$ cat config.mk
export PLATFORM = sky130hd
export DESIGN_NAME = tex_qspi_reader
export DESIGN_NICKNAME = d
export VERILOG_FILES = /design/src/rtl/tex_qspi_pkg.sv /design/src/rtl/tex_qspi_shift.sv /design/src/rtl/tex_qspi_reader.sv
export SDC_FILE = /design/constraint.sdc
export NUM_CORES = 1
export LEC_CHECK = 0
export CAP_MARGIN = 20
export CORE_AREA = 3 3 91 93
export CTS_CLUSTER_DIAMETER = 50
export CTS_CLUSTER_SIZE = 25
export DETAILED_ROUTE_END_ITERATION = 8
export DIE_AREA = 0 0 94 96
export DONT_BUFFER_PORTS = 1
export MAX_ROUTING_LAYER = met4
export PLACE_DENSITY = 0.69
export SETUP_SLACK_MARGIN = 0.4
export SLEW_MARGIN = 20
export SYNTH_ARGS = -nofsm -noshare
export SYNTH_HDL_FRONTEND = slang
export SYNTH_SLANG_ARGS = --single-unit
$ cat constraint.sdc
create_clock -name i_clk -period 1.82 [get_ports i_clk]
set_input_delay 0.273 -clock i_clk [delete_from_list [all_inputs] [get_ports i_clk]]
set_output_delay 0.273 -clock i_clk [all_outputs]
set_load 0.005 [all_outputs]
$ cat src/rtl/tex_qspi_pkg.sv
// Shared state encoding, opcode and phase-length defaults for the texture QSPI reader.
package tex_qspi_pkg;

  typedef enum logic [2:0] {
    ST_IDLE, ST_START, ST_CMD, ST_ADDR, ST_DUMMY, ST_DATA, ST_DONE
  } state_e;

  localparam logic [7:0] CMD_DEFAULT   = 8'h6B;
  localparam int         CMD_BITS      = 8;
  localparam int         ADDR_BITS_DEF = 24;
  localparam int         DATA_BITS_DEF = 24;
  localparam int         DUMMY_DEF     = 8;

  function automatic int nib_count(input int data_bits);
    return data_bits / 4;
  endfunction

  function automatic int max4(input int a, input int b, input int c, input int d);
    int m;
    m = a;
    if (b > m) m = b;
    if (c > m) m = c;
    if (d > m) m = d;
    return m;
  endfunction

endpackage

$ cat src/rtl/tex_qspi_shift.sv
// Nibble shift-in register; word_o is the stored nibbles with the live nibble appended.
module tex_qspi_shift #(
  parameter int W = 24
) (
  input  logic         clk_i,
  input  logic         rst_i,
  input  logic         cap_i,
  input  logic [3:0]   nib_i,
  output logic [W-1:0] word_o
);

  logic [W-5:0] sh_q;

  assign word_o = {sh_q, nib_i};

  always_ff @(posedge clk_i) begin
    if (rst_i)      sh_q <= '0;
    else if (cap_i) sh_q <= word_o[W-5:0];
  end

endmodule

$ cat src/rtl/tex_qspi_reader.sv
// Quad Output Fast Read engine: one address in, one DATA_BITS word out, SCLK = clk/2, mode 0.
module tex_qspi_reader
  import tex_qspi_pkg::*;
#(
  parameter int         ADDR_BITS  = ADDR_BITS_DEF,
  parameter int         DATA_BITS  = DATA_BITS_DEF,
  parameter logic [7:0] CMD        = CMD_DEFAULT,
  parameter int         DUMMY_CLKS = DUMMY_DEF
) (
  input  logic                 i_clk,
  input  logic                 i_reset,
  input  logic                 i_req,
  input  logic [ADDR_BITS-1:0] i_addr,
  output logic                 o_ready,
  output logic                 o_valid,
  output logic [DATA_BITS-1:0] o_data,
  output logic                 o_tex_csb,
  output logic                 o_tex_sclk,
  output logic                 o_tex_oeb0,
  output logic                 o_tex_out0,
  input  logic [3:0]           i_tex_in
);

  localparam int NIB = nib_count(DATA_BITS);
  localparam int CW  = $clog2(max4(ADDR_BITS, DUMMY_CLKS, NIB, CMD_BITS));
  localparam int TXW = CMD_BITS + ADDR_BITS;

  state_e               state_q, state_d;
  logic                 half_q, half_d;
  logic [CW-1:0]        cnt_q, cnt_d, last_cnt;
  logic [TXW-1:0]       tx_q, tx_d;
  logic                 cap;
  logic [DATA_BITS-1:0] word, data_q, data_d;
  logic                 csb_q, sclk_q, oeb0_q, out0_q, valid_q;
  logic                 csb_d, sclk_d, oeb0_d, out0_d, valid_d;

  always_comb begin
    case (state_q)
      ST_CMD:   last_cnt = CW'(CMD_BITS - 1);
      ST_ADDR:  last_cnt = CW'(ADDR_BITS - 1);
      ST_DUMMY: last_cnt = CW'(DUMMY_CLKS - 1);
      default:  last_cnt = CW'(NIB - 1);
    endcase
  end

  // half_q = 1 marks the SCLK-high half; everything advances on the edge that ends it.
  always_comb begin
    state_d = state_q;
    half_d  = half_q;
    cnt_d   = cnt_q;
    tx_d    = tx_q;
    cap     = 1'b0;
    case (state_q)
      ST_IDLE: if (i_req) begin
        state_d = ST_START;
        tx_d    = {CMD, i_addr};
      end
      ST_START: begin
        state_d = ST_CMD;
        half_d  = 1'b0;
        cnt_d   = '0;
      end
      ST_DONE: state_d = ST_IDLE;
      default: begin
        half_d = ~half_q;
        if (half_q) begin
          cap = (state_q == ST_DATA);
          if (state_q inside {ST_CMD, ST_ADDR}) tx_d = tx_q << 1;
          if (cnt_q == last_cnt) begin
            cnt_d = '0;
            case (state_q)
              ST_CMD:   state_d = ST_ADDR;
              ST_ADDR:  state_d = ST_DUMMY;
              ST_DUMMY: state_d = ST_DATA;
              default:  state_d = ST_DONE;
            endcase
          end else begin
            cnt_d = cnt_q + 1'b1;
          end
        end
      end
    endcase
  end

  // Pad outputs are registered from next state so they change cleanly with the state.
  always_comb begin
    csb_d   = (state_d == ST_IDLE) || (state_d == ST_DONE);
    sclk_d  = half_d && (state_d inside {ST_CMD, ST_ADDR, ST_DUMMY, ST_DATA});
    oeb0_d  = !(state_d inside {ST_START, ST_CMD, ST_ADDR});
    out0_d  = oeb0_d ? 1'b0 : tx_d[TXW-1];
    valid_d = (state_d == ST_DONE);
    data_d  = (cap && state_d == ST_DONE) ? word : data_q;
  end

  tex_qspi_shift #(.W(DATA_BITS)) u_shift (
    .clk_i  (i_clk),
    .rst_i  (i_reset),
    .cap_i  (cap),
    .nib_i  (i_tex_in),
    .word_o (word)
  );

  always_ff @(posedge i_clk) begin
    if (i_reset) begin
      state_q <= ST_IDLE;
      half_q  <= 1'b0;
      cnt_q   <= '0;
      tx_q    <= '0;
      data_q  <= '0;
      csb_q   <= 1'b1;
      sclk_q  <= 1'b0;
      oeb0_q  <= 1'b1;
      out0_q  <= 1'b0;
      valid_q <= 1'b0;
    end else begin
      state_q <= state_d;
      half_q  <= half_d;
      cnt_q   <= cnt_d;
      tx_q    <= tx_d;
      data_q  <= data_d;
      csb_q   <= csb_d;
      sclk_q  <= sclk_d;
      oeb0_q  <= oeb0_d;
      out0_q  <= out0_d;
      valid_q <= valid_d;
    end
  end

  assign o_ready    = (state_q == ST_IDLE);
  assign o_valid    = valid_q;
  assign o_data     = data_q;
  assign o_tex_csb  = csb_q;
  assign o_tex_sclk = sclk_q;
  assign o_tex_oeb0 = oeb0_q;
  assign o_tex_out0 = out0_q;

endmodule

==> impl_metrics.env, run 1 <==
export IMPL_r2r_start="state_q[0]$_SDFF_PP0_"
export IMPL_total_power_mw=3.88
export IMPL_crit_fanout=7
export IMPL_root_buffer="clkbuf_8"
export IMPL_cts_buffers=9
export IMPL_antenna_found_initial=0
export IMPL_dieWidth_um=94
export IMPL_ir_worst_vdd_mv=0.518
export IMPL_seq_area_frac_synth=0.482
export IMPL_p_clk_frac=0.344
export IMPL_clk_pin_slew_worst_paths_ns=0.09
export IMPL_max_slew_margin=0.646
export IMPL_final_cells=532
export IMPL_first_pass_iters=9
export IMPL_fin_crit_sh=0.930
export IMPL_synth_top_family_by_area="simple AND/OR/NAND/NOR gates"
export IMPL_synth_area_leader_cell="dfxtp_1"
export IMPL_holdPathEnd="u_shift.sh_q[2]$_SDFFE_PP0P_"
export IMPL_status="finished, violations left"
export IMPL_first_iter_violations=279
export IMPL_drive_above_1_share=0.191
export IMPL_start_util=0.491
export IMPL_min_delay_start="i_reset"
export IMPL_min_period_ns=1.69
export IMPL_required_ns=2.07
export IMPL_coreArea_mm2=0.00761
export IMPL_grt_pass1_vias=2729
export IMPL_cell_internal_pwr_mw=2.92
export IMPL_clock_sinks=90
export IMPL_ant_nets=0
export IMPL_critPathLaunchType="flip-flop"
export IMPL_synth_edf_count=0
export IMPL_via_count=3028
export IMPL_crit_type="flip-flop to flip-flop"
export IMPL_setup_violations=0
export IMPL_synth_ff_type="dfxtp_1"
export IMPL_r2r_slack_ns=0.13
export IMPL_numPortBuffers=0
export IMPL_end_kind="flip-flop"
export IMPL_viasPerCell=5.69
export IMPL_insertion_delay_ns=0.36
export IMPL_yosys_register_bits=90
export IMPL_grt_use_met3=0.0469
export IMPL_fmax_ghz=0.591
export IMPL_synth_compound_area_frac=0.165
export IMPL_dieArea_mm2=0.00902
export IMPL_post_route_util=0.592
export IMPL_met2_usage=0.292
export IMPL_die_height_um=96
export IMPL_grt_pass1_wl_um=13000
export IMPL_yosys_warnings=0
export IMPL_dp_cells=495
export IMPL_setup_tns_final_ns=0
export IMPL_totalWireLength_um=8470
export IMPL_hpwl_um=4870
export IMPL_diodes=0
export IMPL_arrival_ns=1.94
export IMPL_r2r_cells=5
export IMPL_p_comb_frac=0.119
export IMPL_areaGrowthSynthToFinish_pct=20.5
export IMPL_rsz0062_at_grt="true"
export IMPL_busiest_layer="met2"
export IMPL_hold_class="input pin to flip-flop"
export IMPL_num_io_pins=61
export IMPL_cts_tree="done"
export IMPL_yosysTopAreaCellShare=0.482
export IMPL_max_cap_viol_count=0
export IMPL_synthAdderAreaFrac=0.00335
export IMPL_gp_congestion=0.904
export IMPL_grt_max_degree=116
export IMPL_syn_num_nets=444
export IMPL_cts_max_level=3
export IMPL_holdPathStages=1
export IMPL_synthSimpleGateAreaFrac=0.230
export IMPL_synthCells=412
export IMPL_switching_power_mw=0.967
export IMPL_avgSynthCellArea_um2=9.07
export IMPL_grt_usage=0.185
export IMPL_synth_xor_area_frac=0.0114
export IMPL_sw_frac_of_total=0.249
export IMPL_netlist_area_mm2=0.00374
export IMPL_cts_buffer_depth=2
export IMPL_placementRows=32
export IMPL_synth_top_cells_by_area="dfxtp_1 (48%), nand2b_1 (8.4%), mux2i_1 (6.7%), a222oi_1 (6.2%), nand2_1 (4.8%)"
export IMPL_seq_power_share=0.537
export IMPL_overflow=0
export IMPL_remaining_drc_errors=0
export IMPL_fin_skew_ns=0.00676
export IMPL_tightest_slew_ns=0.529
export IMPL_yosys_cell_types_count=40
export IMPL_powerDensity_mw_per_mm2=863
export IMPL_grtUsageMet1=0.232
export IMPL_ys_async_sr_fraction=0
export IMPL_r2r_end="tx_q[3]$_SDFFE_PP0P_"
export IMPL_p_leak_nw=1.52
export IMPL_holdWs_ns=-0.0150
export IMPL_synth_area_mux_share=0.0670
export IMPL_layout_nets=458
export IMPL_wl_per_cell_um=15.9
export IMPL_hold_viol=12
export IMPL_maxSlewViolCount=0
export IMPL_violations="hold timing"
repair_timing:
action,CTS,global route
pin swaps,20,16
buffers inserted,12,5
gates cloned,1,4
setup endpoints to repair,88,79
resized for setup,35,12
hold endpoints to repair,55,57
synthesized netlist by cell type (3+ instances only):
cell type,number
nand3b_1,4
o21ai_0,8
a2111oi_0,3
nand2_1,48
clkbuf_1,29
a22oi_1,4
nand2b_1,50
nor3_1,10
a222oi_1,23
a21oi_1,28
a21o_1,3
buf_2,4
nand3_1,3
dfxtp_1,90
nor2_1,43
nor2b_1,3
mux2i_1,25
a211oi_1,3
layer usage:
metal  vias up  wire length [um]  part of all wire
met5         -                 0                 0
met4         0                96             0.011
met3        10               414             0.049
met2        83              4250              0.50
met1      1452              3710              0.44
li1       1483                 -                 -
kinds of logic (layout without fill, tap and decap cells):
family / Yosys count / in the layout
XOR/XNOR: 4 / 4
buffers and inverters: 35 / 53
multiplexers: 25 / 25
AO/OA/AOI/OAI: 84 / 84
flip-flops: 90 / 90
adder cells (fa/ha/maj): 1 / 1
AND/OR/NAND/NOR: 173 / 173
per-stage QoR:
stage / cell area (um2) / worst slack [ns] / hold WS [ns]
finish: 4500 / 0.127 / -0.0150
global route: 4500 / 0.0137 / -0.0383
CTS: 4340 / 0.118 / -0.0320
detailed placement: 3900 / 0.0870 / 0.353
floorplan: 3790 / 0.113 / 0.409
global placement: 3900 / 0.159 / 0.351
cell type report:
cell class,instances,area [um2]
fillers,633,3110
multi-input cells,287,1930
flip-flops and latches,90,1820
repair buffers,38,433
well taps,102,128
clock buffers,9,124
clock inverters,6,66.3
state kept, by name, summed over array words and instances, names as in the netlist:
signal	cells
o_tex_out0	1
o_tex_oeb0	1
u_shift.sh_q	20
o_tex_csb	1
o_tex_sclk	1
tx_q	32
o_data	24
half_q	1
cnt_q	5
o_valid	1
state_q	3
cell usage in the layout, fill, tap and decap left out, drive strengths merged, types with 9 or more instances in the layout:
master,n
a222oi,23
buf,35
nor2,43
clkbuf,12
a21oi,28
o21ai,9
nand2,48
nand2b,50
nor3,10
dfxtp,90
mux2i,25
worst max path at each step:
stage                           from                 endpoint  slack, ns
6_report       state_q[0]$_SDFF_PP0_     tx_q[3]$_SDFFE_PP0P_       0.13
5_1_grt        state_q[0]$_SDFF_PP0_     tx_q[3]$_SDFFE_PP0P_       0.01
4_1_cts        state_q[1]$_SDFF_PP0_    tx_q[10]$_SDFFE_PP0P_       0.12
3_5_place_dp   state_q[2]$_SDFF_PP0_  o_data[20]$_SDFFE_PP0P_       0.09
3_3_place_gp   state_q[1]$_SDFF_PP0_     o_tex_csb$_SDFF_PP1_       0.16
2_1_floorplan  state_q[1]$_SDFF_PP0_    tx_q[17]$_SDFFE_PP0P_       0.11
critical path, stage by stage (launching register included):
cell and delay [ns]:
dfxtp_4 0.36, or3b_4 0.41, a21o_4 0.25, clkbuf_16 0.16, a222oi_1 0.32, nor2_1 0.08
power groups by stage:
stage                     Clock (mW)  Sequential, mW  Combinational, mW
after CTS                       1.36            2.08              0.423
after global routing            1.44            2.10              0.503
after global placement             0            2.13              0.316
after floorplan                    0            2.11              0.297
final                           1.34            2.09              0.461
after detailed placement           0            2.13              0.326
Note: power is estimated with default switching activity, not from simulation.
==> run 2: changes to the inputs <==
--- a/config.mk
+++ b/config.mk
@@ -5,12 +5,13 @@
 export SDC_FILE = /design/constraint.sdc
 export NUM_CORES = 1
 export LEC_CHECK = 0
+export ABC_AREA = 1
 export CAP_MARGIN = 20
-export CORE_AREA = 3 3 91 93
+export CORE_AREA = 3 3 92 94
 export CTS_CLUSTER_DIAMETER = 50
 export CTS_CLUSTER_SIZE = 25
 export DETAILED_ROUTE_END_ITERATION = 8
-export DIE_AREA = 0 0 94 96
+export DIE_AREA = 0 0 95 97
 export DONT_BUFFER_PORTS = 1
 export MAX_ROUTING_LAYER = met4
 export PLACE_DENSITY = 0.69
==> impl_metrics.env, run 2 <==
export IMPL_p_comb_frac=0.134
export IMPL_crit_buf_inv=2
export IMPL_max_cap_viol_count=0
export IMPL_ant_nets=0
export IMPL_clock_sinks=90
export IMPL_setup_tns_final_ns=-1.51
export IMPL_fin_ws_ns=-0.145
export IMPL_dieWidth_um=95
export IMPL_largest_reg_flops=32
export IMPL_ys_async_sr_fraction=0
export IMPL_pre_cts_slack_ns=0.0164
export IMPL_yosys_register_bits=90
export IMPL_numPortBuffers=0
export IMPL_max_slew_margin=0.712
export IMPL_seq_area_frac_synth=0.476
export IMPL_cts_buffer_depth=2
export IMPL_insertion_delay_ns=0.37
export IMPL_viasPerCell=5.25
export IMPL_dieArea_mm2=0.00922
export IMPL_synth_edf_count=0
export IMPL_cp_depth=14
export IMPL_synth_ff_type="dfxtp_1"
export IMPL_hold_viol=0
export IMPL_netlist_area_mm2=0.00379
export IMPL_yosys_cell_types_count=28
export IMPL_rsz0062_at_grt="true"
export IMPL_crit_type="flip-flop to flip-flop"
export IMPL_grt_pass1_vias=3286
export IMPL_cell_internal_pwr_mw=3.11
export IMPL_syn_num_nets=561
export IMPL_gp_congestion=0.890
export IMPL_r2r_cells=14
export IMPL_sw_frac_of_total=0.256
export IMPL_switching_power_mw=1.07
export IMPL_avgSynthCellArea_um2=7.16
export IMPL_cts_tree="done"
export IMPL_yosysTopAreaCellShare=0.476
export IMPL_areaGrowthSynthToFinish_pct=30.6
export IMPL_clk_pin_slew_worst_paths_ns=0.10
export IMPL_via_count=3517
export IMPL_root_buffer="clkbuf_8"
export IMPL_die_height_um=97
export IMPL_fin_crit_sh=1.08
export IMPL_grt_usage=0.219
export IMPL_fin_skew_ns=0.0184
export IMPL_wl_per_cell_um=14.7
export IMPL_first_iter_violations=209
export IMPL_final_common_cell="nand2_1"
export IMPL_layout_nets=595
export IMPL_setup_violations=28
export IMPL_hpwl_um=5220
export IMPL_arrival_ns=2.27
export IMPL_ir_worst_vdd_mv=0.581
export IMPL_cts_max_level=3
export IMPL_top_register="tx_q"
export IMPL_post_route_util=0.640
export IMPL_r2r_slack_ns=-0.15
export IMPL_first_pass_iters=5
export IMPL_cp_endpoint="o_data[20]$_SDFFE_PP0P_"
export IMPL_remaining_drc_errors=0
export IMPL_synthCells=529
export IMPL_crit_family="simple AND/OR/NAND/NOR gates"
export IMPL_coreArea_mm2=0.00773
export IMPL_p_leak_nw=2.09
export IMPL_slowest_delay_ns=0.39
export IMPL_crit_fanout=7
export IMPL_synth_commonest_cells="nand2_1 (146), dfxtp_1 (90), inv_1 (80), nor2_1 (44), a21oi_1 (31)"
export IMPL_drive_above_1_share=0.206
export IMPL_holdWs_ns=0.0535
export IMPL_critPathLaunchType="flip-flop"
export IMPL_synth_area_leader_cell="dfxtp_1"
export IMPL_status="finished, violations left"
export IMPL_fmax_ghz=0.509
export IMPL_final_cell_mix="nand2_1 (136), dfxtp_1 (85), inv_1 (76), nor2_1 (37), a21oi_1 (31)"
export IMPL_placementRows=32
export IMPL_num_io_pins=61
export IMPL_violations="setup timing"
export IMPL_maxSlewViolCount=0
export IMPL_seq_power_share=0.502
export IMPL_start_util=0.490
export IMPL_total_power_mw=4.17
export IMPL_totalWireLength_um=9820
export IMPL_tightest_slew_ns=0.432
export IMPL_synth_most_common_cell="nand2_1"
export IMPL_cts_buffers=9
export IMPL_overflow=0
export IMPL_antenna_found_initial=0
export IMPL_p_clk_frac=0.363
export IMPL_crit_top_cell="nor2_4"
export IMPL_grt_pass1_wl_um=15800
export IMPL_r2r_start="state_q[1]$_SDFF_PP0_"
export IMPL_diodes=0
export IMPL_hold_class="input pin to flip-flop"
export IMPL_synth_top_cells_by_area="dfxtp_1 (48%), nand2_1 (14%), inv_1 (7.9%), nor2_1 (4.4%), a21oi_1 (4.1%)"
export IMPL_powerDensity_mw_per_mm2=844
export IMPL_grt_max_degree=48
export IMPL_required_ns=2.12
export IMPL_crit_start="state_q[1]$_SDFF_PP0_"
export IMPL_end_kind="flip-flop"
export IMPL_crit_slowest_cell="dfxtp_4"
export IMPL_r2r_end="o_data[20]$_SDFFE_PP0P_"
export IMPL_cp_cell_sequence="nor2_4 > nand2_2 > nand3_4 > nor2_4 > nor2_4 > nand4_1 > nand3_1 > nand2_2 > inv_2 > nand3_4 > clkbuf_16 > nand2_1 > nand2_1 > nor2_1"
export IMPL_min_period_ns=1.97
export IMPL_yosys_warnings=0
-- run 2: changes by cell type after synthesis, moves of 10 or more --
cell,change
a31oi_1,+24
a222oi_1,-23
clkbuf_1,-10
o21ai_0,+16
mux2i_1,-25
inv_1,+80
nand2b_1,-50
nand2_1,+98
nand4_1,+24
-- run 2: power by group through the flow --
stage	Combinational [mW]	Clock (mW)	Sequential [mW]
after floorplan	0.285	0	2.12
after detailed placement	0.396	0	2.14
after CTS	0.489	1.53	2.10
final	0.561	1.52	2.10
after global placement	0.387	0	2.14
after global routing	0.612	1.63	2.11
-- run 2: per-layer routing --
layer  vias up  part of all wire  track usage
met5         -                 0            -
met4         0             0.024       0.0766
met3        26             0.077       0.0474
met2       147              0.45        0.317
met1      1590              0.45        0.301
li1       1754                 -            -
-- run 2: cells by family (layout without fill, tap and decap cells) --
| family | count (synthesis) | count (layout) | synth area share |
|---|---|---|---|
| AO/OA/AOI/OAI | 88 | 88 | 0.130 |
| XOR/XNOR | 2 | 2 | 0.00463 |
| adder cells (fa/ha/maj) | 1 | 1 | 0.00330 |
| buffers and inverters | 115 | 154 | 0.122 |
| flip-flops | 90 | 90 | 0.476 |
| AND/OR/NAND/NOR | 233 | 233 | 0.265 |
-- run 2: area by class of cell --
cell class / count / area (um2)
clock buffers: 12 / 145
clock inverters: 4 / 75.1
fillers: 612 / 2780
inverters: 85 / 327
multi-input cells: 324 / 1680
flip-flops and latches: 90 / 1820
well taps: 102 / 128
repair buffers: 53 / 773
-- run 2: worst min-delay path by stage --
stage / start / slack [ns] / endpoint / cells past startpoint
finish: i_reset / 0.05 / o_tex_csb$_SDFF_PP1_ / 2
floorplan: i_reset / 0.35 / state_q[2]$_SDFF_PP0_ / 1
CTS: i_reset / 0.04 / o_tex_csb$_SDFF_PP1_ / 2
detailed placement: i_reset / 0.35 / cnt_q[2]$_SDFFE_PP0P_ / 1
global placement: i_reset / 0.35 / half_q$_SDFF_PP0_ / 1
global route: i_reset / 0.04 / o_tex_csb$_SDFF_PP1_ / 2
-- run 2: timing repair --
action / 4_1_cts / 5_1_grt
pin swaps: 5 / 9
hold buffers: 1 / 0
setup buffers: 17 / 7
endpoints found under the setup margin: 89 / 91
resized for setup: 32 / 18
gates cloned: 8 / 3
endpoints found under the hold margin: 38 / 0
-- run 2: worst reg2reg max path: stages (launching register included) --
cell and delay, ns:
dfxtp_4 0.39, nor2_4 0.14, nand2_2 0.09, nand3_4 0.09, nor2_4 0.05, nor2_4 0.14, nand4_1 0.09, nand3_1 0.12
nand2_2 0.08, inv_2 0.09, nand3_4 0.16, clkbuf_16 0.21, nand2_1 0.07, nand2_1 0.07, nor2_1 0.13
-- run 2: metrics by stage --
stage	instances	instance area, um2
floorplan	529	3820
global placement	618	4000
detailed placement	618	4000
CTS	660	4730
global route	670	4940
finish	670	4940
==> run 3: changes to the inputs <==
--- a/config.mk
+++ b/config.mk
@@ -7,11 +7,11 @@
 export LEC_CHECK = 0
 export ABC_AREA = 1
 export CAP_MARGIN = 20
-export CORE_AREA = 3 3 92 94
+export CORE_AREA = 3 3 95 97
 export CTS_CLUSTER_DIAMETER = 50
 export CTS_CLUSTER_SIZE = 25
 export DETAILED_ROUTE_END_ITERATION = 8
-export DIE_AREA = 0 0 95 97
+export DIE_AREA = 0 0 98 100
 export DONT_BUFFER_PORTS = 1
 export MAX_ROUTING_LAYER = met4
 export PLACE_DENSITY = 0.69
@@ -19,4 +19,5 @@
 export SLEW_MARGIN = 20
 export SYNTH_ARGS = -nofsm -noshare
 export SYNTH_HDL_FRONTEND = slang
+export SYNTH_HIERARCHICAL = 1
 export SYNTH_SLANG_ARGS = --single-unit
==> impl_metrics.env, run 3 <==
export IMPL_holdWs_ns=0.0552
export IMPL_hold_class="input pin to flip-flop"
export IMPL_r2r_slack_ns=-0.03
export IMPL_synth_top_cells_by_area="dfxtp_1 (44%), nand2_1 (18%), inv_1 (10%), nor2_1 (7.6%), nand4_1 (4.1%)"
export IMPL_viasPerCell=5.00
export IMPL_end_kind="flip-flop"
export IMPL_netlist_area_mm2=0.00411
export IMPL_violations="setup timing"
export IMPL_grt_pass1_wl_um=16700
export IMPL_syn_num_nets=644
export IMPL_wl_per_cell_um=13.5
export IMPL_insertion_delay_ns=0.37
export IMPL_avgSynthCellArea_um2=6.71
export IMPL_min_delay_start="i_addr[14]"
export IMPL_grt_pass1_vias=3697
export IMPL_maxSlewViolCount=0
export IMPL_grt_usage=0.212
export IMPL_gp_congestion=0.852
export IMPL_die_height_um=100
export IMPL_total_power_mw=4.17
export IMPL_r2r_end="o_data[0]$_SDFFE_PP0P_"
export IMPL_placed_area_mm2=0.00423
export IMPL_synthCells=612
export IMPL_areaGrowthSynthToFinish_pct=36.1
export IMPL_fin_ws_ns=-0.0321
export IMPL_ir_worst_vdd_mv=0.511
export IMPL_antenna_found_initial=0
export IMPL_arrival_ns=2.17
export IMPL_min_period_ns=1.85
export IMPL_clock_sinks=90
export IMPL_cts_tree="done"
export IMPL_largest_reg_flops=32
export IMPL_yosys_register_bits=90
export IMPL_powerDensity_mw_per_mm2=747
export IMPL_dieWidth_um=98
export IMPL_r2r_cells=15
export IMPL_first_iter_violations=126
export IMPL_fin_crit_sh=1.02
export IMPL_tightest_slew_ns=0.613
export IMPL_seq_area_frac_synth=0.439
export IMPL_yosys_warnings=6
export IMPL_final_cell_mix="nand2_1 (137), inv_1 (94), dfxtp_1 (85), nor2_1 (74), nand2_2 (33)"
export IMPL_synth_ff_type="dfxtp_1"
export IMPL_fin_area_mm2=0.00559
export IMPL_fin_skew_ns=0.0185
export IMPL_remaining_drc_errors=0
export IMPL_ys_async_sr_fraction=0
export IMPL_crit_type="flip-flop to flip-flop"
export IMPL_numPortBuffers=0
export IMPL_via_count=3801
export IMPL_final_common_cell="nand2_1"
export IMPL_synth_commonest_cells="nand2_1 (194), inv_1 (111), dfxtp_1 (90), nor2_1 (83), nand4_1 (27)"
export IMPL_dieArea_mm2=0.00980
export IMPL_top_register="tx_q"
export IMPL_rsz0062_at_grt="true"
export IMPL_totalWireLength_um=10200
export IMPL_critPathLaunchType="flip-flop"
export IMPL_setup_violations=13
export IMPL_first_pass_iters=4
export IMPL_root_buffer="clkbuf_8"
export IMPL_start_util=0.500
export IMPL_num_io_pins=61
export IMPL_r2r_start="state_q[0]$_SDFF_PP0_"
export IMPL_yosys_cell_types_count=29
export IMPL_post_route_util=0.680
export IMPL_holdPathStages=2
export IMPL_cts_buffers=9
export IMPL_drive_above_1_share=0.316
export IMPL_yosysTopAreaCellShare=0.439
export IMPL_cts_buffer_depth=2
export IMPL_synth_area_leader_cell="dfxtp_1"
export IMPL_grt_max_degree=33
export IMPL_placementRows=33
export IMPL_crit_fanout=7
export IMPL_hold_viol=0
export IMPL_coreArea_mm2=0.00822
export IMPL_hpwl_um=5840
export IMPL_synth_most_common_cell="nand2_1"
export IMPL_p_leak_nw=2.25
export IMPL_diodes=0
export IMPL_clk_pin_slew_worst_paths_ns=0.11
export IMPL_fmax_ghz=0.540
export IMPL_cts_max_level=3
export IMPL_required_ns=2.14
export IMPL_overflow=0
export IMPL_setup_tns_final_ns=-0.144
export IMPL_holdPathEnd="tx_q[14]$_SDFFE_PP0P_"
export IMPL_layout_nets=682
export IMPL_ant_nets=0
export IMPL_max_slew_margin=0.591
export IMPL_synth_edf_count=0
export IMPL_status="finished, violations left"
export IMPL_max_cap_viol_count=0
==> run 3: cell count changes in the layout (fill, tap and decap cells not counted), sizes merged, moves of 6 or more <==
cell / delta
a21oi: -24
nor2: +39
o21ai: -19
nand2: +48
clkbuf: -6
inv: +37
buf: +10
==> run 3: metal layers <==
layer,vias up,track usage,wire length [um]
met1,1752,0.238,4170
li1,1933,-,-
met3,26,0.0361,411
met2,90,0.377,5410
met5,-,-,0
met4,0,0.0809,240
==> run 3: worst max-delay path by stage <==
stage | from | to | cells after the start
global placement | state_q[1]$_SDFF_PP0_ | o_data[21]$_SDFFE_PP0P_ | 13
global route | state_q[0]$_SDFF_PP0_ | o_data[0]$_SDFFE_PP0P_ | 15
detailed placement | state_q[1]$_SDFF_PP0_ | o_data[17]$_SDFFE_PP0P_ | 13
CTS | state_q[2]$_SDFF_PP0_ | o_data[3]$_SDFFE_PP0P_ | 15
floorplan | state_q[1]$_SDFF_PP0_ | o_data[10]$_SDFFE_PP0P_ | 14
finish | state_q[0]$_SDFF_PP0_ | o_data[0]$_SDFFE_PP0P_ | 15
==> run 3: power breakdown <==
group | internal [mW] | switching [mW] | total [mW] | leakage [nW]
logic | 0.340 | 0.373 | 0.713 | 1.43
clock network | 0.534 | 0.826 | 1.36 | 0.0926
registers | 2.04 | 0.0587 | 2.10 | 0.734
==> run 3: cell type report <==
cell class | count | area [um2]
clock buffers | 9 | 124
multi-input cells | 369 | 2170
well taps | 105 | 131
fillers | 668 | 2630
clock inverters | 7 | 71.3
flip-flops and latches | 90 | 1820
repair buffers | 60 | 806
inverters | 120 | 465
==> run 3: metrics by stage <==
stage / setup slack [ns] / cells
CTS: 0.0603 / 749
finish: -0.0321 / 760
detailed placement: -0.0710 / 699
floorplan: 0.216 / 612
global placement: -0.0474 / 699
global route: -0.165 / 760
==> run 3: cells by family after synthesis <==
logic type,synth area share
and+or+nand+nor,0.330
DFF,0.439
adders and majority gates,0.00305
buffers and inverters,0.159
AOI/OAI and AO/OA,0.0692
==> run 3: worst max-delay path, cell delays in order (launching register included) <==
cell,delay (ns)
dfxtp_4,0.40
nand2_1,0.08
nor2_1,0.05
nand2_1,0.11
nand2_2,0.08
nor2_4,0.13
nand3_4,0.09
nand2_2,0.11
nand3_4,0.09
nand2_4,0.10
nand3_4,0.09
buf_6,0.15
buf_16,0.15
nand2_4,0.06
inv_2,0.02
nor2_1,0.09
==> run 3: what timing repair did <==
action | CTS | global route
setup buffers | 24 | 11
hold buffers | 1 | 0
endpoints found under the setup margin | 79 | 91
hold endpoints to repair | 32 | 0
gates resized for setup | 82 | 96
pin swaps | 37 | 36
cloned | 9 | 0
